===== config.mk =====
export PLATFORM = sky130hd
export DESIGN_NAME = serial_adder
export DESIGN_NICKNAME = d
export VERILOG_FILES = /design/src/rtl/serial_adder_pkg.sv /design/src/rtl/serial_adder_fa.sv /design/src/rtl/serial_adder.sv
export SDC_FILE = /design/constraint.sdc
export NUM_CORES = 1
export LEC_CHECK = 0
export ABC_AREA = 1
export CORE_AREA = 2 2 96 98
export DETAILED_ROUTE_END_ITERATION = 10
export DIE_AREA = 0 0 98 100
export PLACE_DENSITY = 0.45
export SYNTH_ARGS = -nofsm -noshare
export SYNTH_HDL_FRONTEND = slang
export SYNTH_HIERARCHICAL = 1
export SYNTH_SLANG_ARGS = --single-unit
export TNS_END_PERCENT = 30

===== constraint.sdc =====
create_clock -name hz100 -period 1.5 [get_ports hz100]
set_input_delay 0.15 -clock hz100 [delete_from_list [all_inputs] [get_ports hz100]]
set_output_delay 0.15 -clock hz100 [all_outputs]
set_load 0.02 [all_outputs]

===== src/rtl/serial_adder_pkg.sv =====
// Shared types and constants for the bit-serial add/subtract unit.
package serial_adder_pkg;

    typedef enum logic [1:0] {
        IDLE  = 2'd0,
        SHIFT = 2'd1,
        DONE  = 2'd2
    } sa_state_t;

    localparam logic MODE_ADD = 1'b0;
    localparam logic MODE_SUB = 1'b1;

endpackage


===== src/rtl/serial_adder_fa.sv =====
// Single-bit full adder cell built from gate primitives.
module full_adder (
    input  logic a,
    input  logic b,
    input  logic cin,
    output logic sum,
    output logic cout
);

    logic ab_xor_s;
    logic ab_and_s;
    logic cin_prop_s;

    xor g_x0 (ab_xor_s, a, b);
    xor g_x1 (sum, ab_xor_s, cin);
    and g_a0 (ab_and_s, a, b);
    and g_a1 (cin_prop_s, cin, ab_xor_s);
    or  g_o0 (cout, ab_and_s, cin_prop_s);

endmodule


===== src/rtl/serial_adder.sv =====
// Bit-serial add/subtract unit: one full-adder cell plus carry flop, LSB first,
// with a start/done handshake and back-to-back acceptance from DONE.
module serial_adder
    import serial_adder_pkg::*;
#(
    parameter int WIDTH  = 8,
    parameter int SUB_EN = 1
) (
    input  logic             hz100,
    input  logic             reset,
    input  logic             start,
    input  logic             mode,
    input  logic [WIDTH-1:0] a,
    input  logic [WIDTH-1:0] b,
    input  logic             cin,
    output logic             busy,
    output logic             done,
    output logic [WIDTH-1:0] sum,
    output logic             cout,
    output logic             overflow
);

    localparam int CW = (WIDTH > 1) ? $clog2(WIDTH) : 1;
    localparam logic [CW-1:0] LAST_BIT = CW'(WIDTH - 1);

    sa_state_t        state_r;
    sa_state_t        state_next_s;
    logic             accept_s;
    logic             step_s;
    logic             last_s;
    logic             sub_s;

    logic [WIDTH-1:0] a_sh_r;
    logic [WIDTH-1:0] b_sh_r;
    logic             carry_r;
    logic [CW-1:0]    count_r;
    logic [WIDTH-1:0] result_r;
    logic [WIDTH-1:0] result_next_s;

    logic             busy_r;
    logic             done_r;
    logic [WIDTH-1:0] sum_r;
    logic             cout_r;
    logic             overflow_r;

    logic             fa_sum_s;
    logic             fa_cout_s;

    // Subtraction is only honoured when the parameter enables it.
    assign sub_s = (SUB_EN != 0) ? (mode == MODE_SUB) : 1'b0;

    full_adder u_fa (
        .a    (a_sh_r[0]),
        .b    (b_sh_r[0]),
        .cin  (carry_r),
        .sum  (fa_sum_s),
        .cout (fa_cout_s)
    );

    // Each result bit lands at the position of the bit currently being processed.
    assign result_next_s = result_r | (WIDTH'(fa_sum_s) << count_r);

    // State register.
    always_ff @(posedge hz100) begin
        if (reset) begin
            state_r <= IDLE;
        end else begin
            state_r <= state_next_s;
        end
    end

    // Next-state decode and datapath enables.
    always_comb begin
        state_next_s = state_r;
        accept_s     = 1'b0;
        step_s       = 1'b0;
        last_s       = 1'b0;
        case (state_r)
            IDLE, DONE: begin
                if (start) begin
                    state_next_s = SHIFT;
                    accept_s     = 1'b1;
                end else begin
                    state_next_s = IDLE;
                end
            end
            SHIFT: begin
                step_s = 1'b1;
                if (count_r == LAST_BIT) begin
                    state_next_s = DONE;
                    last_s       = 1'b1;
                end else begin
                    state_next_s = SHIFT;
                end
            end
            default: begin
                state_next_s = IDLE;
            end
        endcase
    end

    // Operand capture, serial add step and result publication on entry to DONE.
    always_ff @(posedge hz100) begin
        if (reset) begin
            a_sh_r     <= '0;
            b_sh_r     <= '0;
            carry_r    <= 1'b0;
            count_r    <= '0;
            result_r   <= '0;
            sum_r      <= '0;
            cout_r     <= 1'b0;
            overflow_r <= 1'b0;
        end else if (accept_s) begin
            a_sh_r   <= a;
            b_sh_r   <= sub_s ? ~b : b;
            carry_r  <= sub_s ? 1'b1 : cin;
            count_r  <= '0;
            result_r <= '0;
        end else if (step_s) begin
            a_sh_r   <= {1'b0, a_sh_r[WIDTH-1:1]};
            b_sh_r   <= {1'b0, b_sh_r[WIDTH-1:1]};
            carry_r  <= fa_cout_s;
            result_r <= result_next_s;
            if (last_s) begin
                // carry_r still holds the carry into the MSB here.
                count_r    <= count_r;
                sum_r      <= result_next_s;
                cout_r     <= fa_cout_s;
                overflow_r <= carry_r ^ fa_cout_s;
            end else begin
                count_r <= count_r + CW'(1);
            end
        end
    end

    // Handshake flags registered from the next state so they never overlap.
    always_ff @(posedge hz100) begin
        if (reset) begin
            busy_r <= 1'b0;
            done_r <= 1'b0;
        end else begin
            busy_r <= (state_next_s == SHIFT);
            done_r <= (state_next_s == DONE);
        end
    end

    assign busy     = busy_r;
    assign done     = done_r;
    assign sum      = sum_r;
    assign cout     = cout_r;
    assign overflow = overflow_r;

endmodule

==> flow_summary_export.csv <==
group,metric,value,unit
status,status,"finished clean",
route,dr.pass1.iters,4,
placed_design,placed_area,2590,sq um
worst_setup_path,path_max_fanout,4,
route,via_per_inst,4.04,
logic_synthesis,muxShareOfSynthArea,0,
logic_synthesis,synth_cell_type_count,23,
logic_synthesis,synthTopCellsByArea,"dfxtp_1 41%, nand2_1 16%, inv_1 11%, nand3_1 9.0%, a21oi_2 4.7%",
worst_setup_path,r2r-start,"carry_r$_SDFFE_PP0P_",
cts,cts-root-buf,"clkbuf_8",
timing,period_share,0.978,
power_and_ir_drop,peakVddDrop,0.000251,V
floorplanning,die_h,100,um
power_and_ir_drop,powerDensity,849,nW/um^2
route,drt_iter0_drc,63,
logic_synthesis,synth_common_cells,"89 x nand2_1, 58 x inv_1, 42 x dfxtp_1",
logic_synthesis,synth_top_area_share,0.411,
logic_synthesis,synthAdderAreaFrac,0.0220,
cells_and_area,fin_nets,369,
cells_and_area,layout.cells.non_filler,457,
logic_synthesis,async_flop_share,0,
logic_synthesis,syn_inst,297,
worst_setup_path,cp_data_required_time,1740,ps
logic_synthesis,ys_seq_area_frac,0.411,
floorplanning,core_area,8890,sq um
run,max_cap_violations,0,
worst_setup_path,worstSetupEndpointType,"flop",
global_route,grt_pass1_wl,8110,um
placed_design,dp_slack,30.8,ps
cts,cts_num_sinks,42,
worst_setup_path,crit_family,"adder cells",
hold_path,min_from,"a[7]",
timing,hold_viol,0,
worst_setup_path,rr_worst_depth,6,
cells_and_area,seq_area,843,sq um
global_route,antenna_found_initial,0,
placed_design,dp.cells,448,
logic_synthesis,synth_compound_area_frac,0.108,
timing,max_slew.worst_pin.slew,276,ps
timing,fin_ws,33.3,ps
timing,skew,1.74,ps
logic_synthesis,synth_flop_cell,"dfxtp_1",
global_route,grt_pass1_vias,1746,
global_route,grt_usage,0.101,
floorplanning,io_pins,33,
global_route,grt_max_degree,16,
route,drcViolationCount,0,
hold_path,min_to,"a_sh_r[7]$_SDFFE_PP0P_",
worst_setup_path,path_cells,"fa_2 -> buf_4 -> nand4_1 -> nand3_1 -> nand2_1 -> inv_1",
route,wl_per_cell,10.2,um
timing,drv_slew,0,
logic_synthesis,avgSynthCellArea,6.90,sq um
logic_synthesis,synth_edf_count,0,
cells_and_area,drive_gt1_frac,0.147,
logic_synthesis,synth_top_family_by_area,"simple AND/OR/NAND/NOR gates",
cells_and_area,area_delta_synth_final,32.2,%
placed_design,place_congestion,0.747,
timing,period_needed,1470,ps
timing,max_slew_margin,0.816,
logic_synthesis,yosys_register_bits,42,
cts,clock_latency,290,ps
placed_design,io_buffers,32,
route,ant_nets,0,
timing,fmax,682,MHz
worst_setup_path,cp.arrival,1710,ps
logic_synthesis,ys.warnings.count,6,
worst_setup_path,crit_slowest_cell,"fa_2",
floorplanning,placementRows,35,
logic_synthesis,syn_nets,321,
worst_setup_path,critical_path.n_buffers_inverters,2,
worst_setup_path,crit_type,"reg -> reg",
cts,cts_made_buffers,5,
logic_synthesis,synthSimpleGateAreaFrac,0.309,
worst_setup_path,cpPeakStageDelay,610,ps
cts,clkTransAtPathRegs,80,ps
global_route,grt_overflow,0,
floorplanning,die_x,98,um
logic_synthesis,synthXorXnorAreaFrac,0.00428,
logic_synthesis,synth.most_common_cell,"nand2_1",
placed_design,dp_hpwl,3440,um
logic_synthesis,yosysTopAreaCell,"dfxtp_1",
worst_setup_path,timing.rr.end,"sum[4]$_SDFFE_PP0P_",
cts,ctsHtreeMaxLevel,2,
worst_setup_path,r2r_slack,30,ps
hold_path,hp-class,"in -> reg",
route,routed_wl,4670,um
route,num_vias,1844,
floorplanning,initial_utilization,0.230,
cells_and_area,fill_cells,979,
cts,tritoncts,"done",
timing,setup_viol,0,
cts,clock_path_buffers,2,
hold_path,hold-path-cell-count,3,
cells_and_area,multi_input_area,921,sq um
cells_and_area,utilization,0.305,
floorplanning,die_area,9800,sq um
worst_setup_path,crit_path_start_kind,"flop",
logic_synthesis,synth.cell_area,2050,sq um
cells_and_area,diodes,0,
timing,rsz0062_at_grt,"true",
cells_and_area,fin_area,2710,sq um
power_and_ir_drop,cellLeakagePower,1.24,nW
==> through the flow <==
step	total power, mW	setup TNS, ps	hold slack, ps
3_3_place_gp	1.57	0	452
2_1_floorplan	1.42	0	233
6_report	2.30	0	437
5_1_grt	2.44	-107	442
4_1_cts	2.32	0	430
3_5_place_dp	1.57	0	452
==> kinds of logic (layout without fill, tap and decap cells) <==
group	count (synthesis)	after routing
and+or+nand+nor	144	144
buffers and inverters	71	120
DFF	42	42
AOI/OAI and AO/OA	36	36
adders and majority gates	3	3
xor gates and xnor gates	1	1
==> registers in the layout (all words and copies together) (netlist names) <==
register	count
done	1
count_r	3
result_r	8
a_sh_r	8
busy	1
sum	8
state_r	2
cout	1
b_sh_r	8
overflow	1
carry_r	1
==> layout make-up <==
class / count / share of cell area
inverter: 62 / 0.0860
timing repair buffer: 50 / 0.177
sequential: 42 / 0.311
clock inverter: 1 / 0.00185
clock buffer: 7 / 0.0319
tap: 111 / 0.0513
multi-input combinational: 184 / 0.340
==> worst register-to-register path: stages, from the launching register on <==
cell and delay [ps]:
dfxtp_2 330, fa_2 610, buf_4 130, nand4_1 140, nand3_1 110, nand2_1 60
inv_1 40
==> worst max path at each step <==
stage	from	end	slack [ps]	cells after the start
floorplan	count_r[1]$_SDFFE_PP0P_	sum[3]$_SDFFE_PP0P_	100	7
global placement	a_sh_r[0]$_SDFFE_PP0P_	sum[3]$_SDFFE_PP0P_	50	7
detailed placement	a_sh_r[0]$_SDFFE_PP0P_	result_r[7]$_SDFFE_PP0N_	30	5
CTS	a_sh_r[0]$_SDFFE_PP0P_	sum[5]$_SDFFE_PP0P_	10	7
global route	carry_r$_SDFFE_PP0P_	sum[0]$_SDFFE_PP0P_	-50	6
finish	carry_r$_SDFFE_PP0P_	sum[4]$_SDFFE_PP0P_	30	6
==> routing by layer <==
layer  track usage  part of all wire  wire length, um  vias up
li1              -                 -                -     1006
met1         0.136              0.52             2410      807
met2         0.158              0.43             2020       24
met3        0.0258             0.034              161        7
met4        0.0353             0.017               78        0
met5             0                 0                0        -
==> placed cells by master (no fill, tap or decap), drive strengths merged <==
| master | n |
|---|---|
| dfxtp | 42 |
| a21oi | 30 |
| nand3 | 37 |
| nand4 | 4 |
| o21ai | 6 |
| clkbuf | 7 |
| clkdlybuf4s50 | 32 |
| ha | 2 |
| inv | 62 |
| buf | 18 |
| fa | 1 |
| nand2 | 91 |
| nor2 | 12 |
| xor2 | 1 |
| clkinv | 1 |
==> power breakdown <==
part           switching, mW  total (mW)  leakage (nW)  internal [mW]
Sequential            0.0256        1.18         0.343           1.16
Clock                  0.375       0.746        0.0482          0.371
Combinational          0.198       0.369         0.854          0.171
Total                  0.599        2.30          1.24           1.70
==> what timing repair did <==
action                     4_1_cts  5_1_grt
resized for setup                0        6
setup buffers                    0        1
hold buffers                     0        0
setup endpoints to repair        0       11
(Power assumes the default switching activity.)
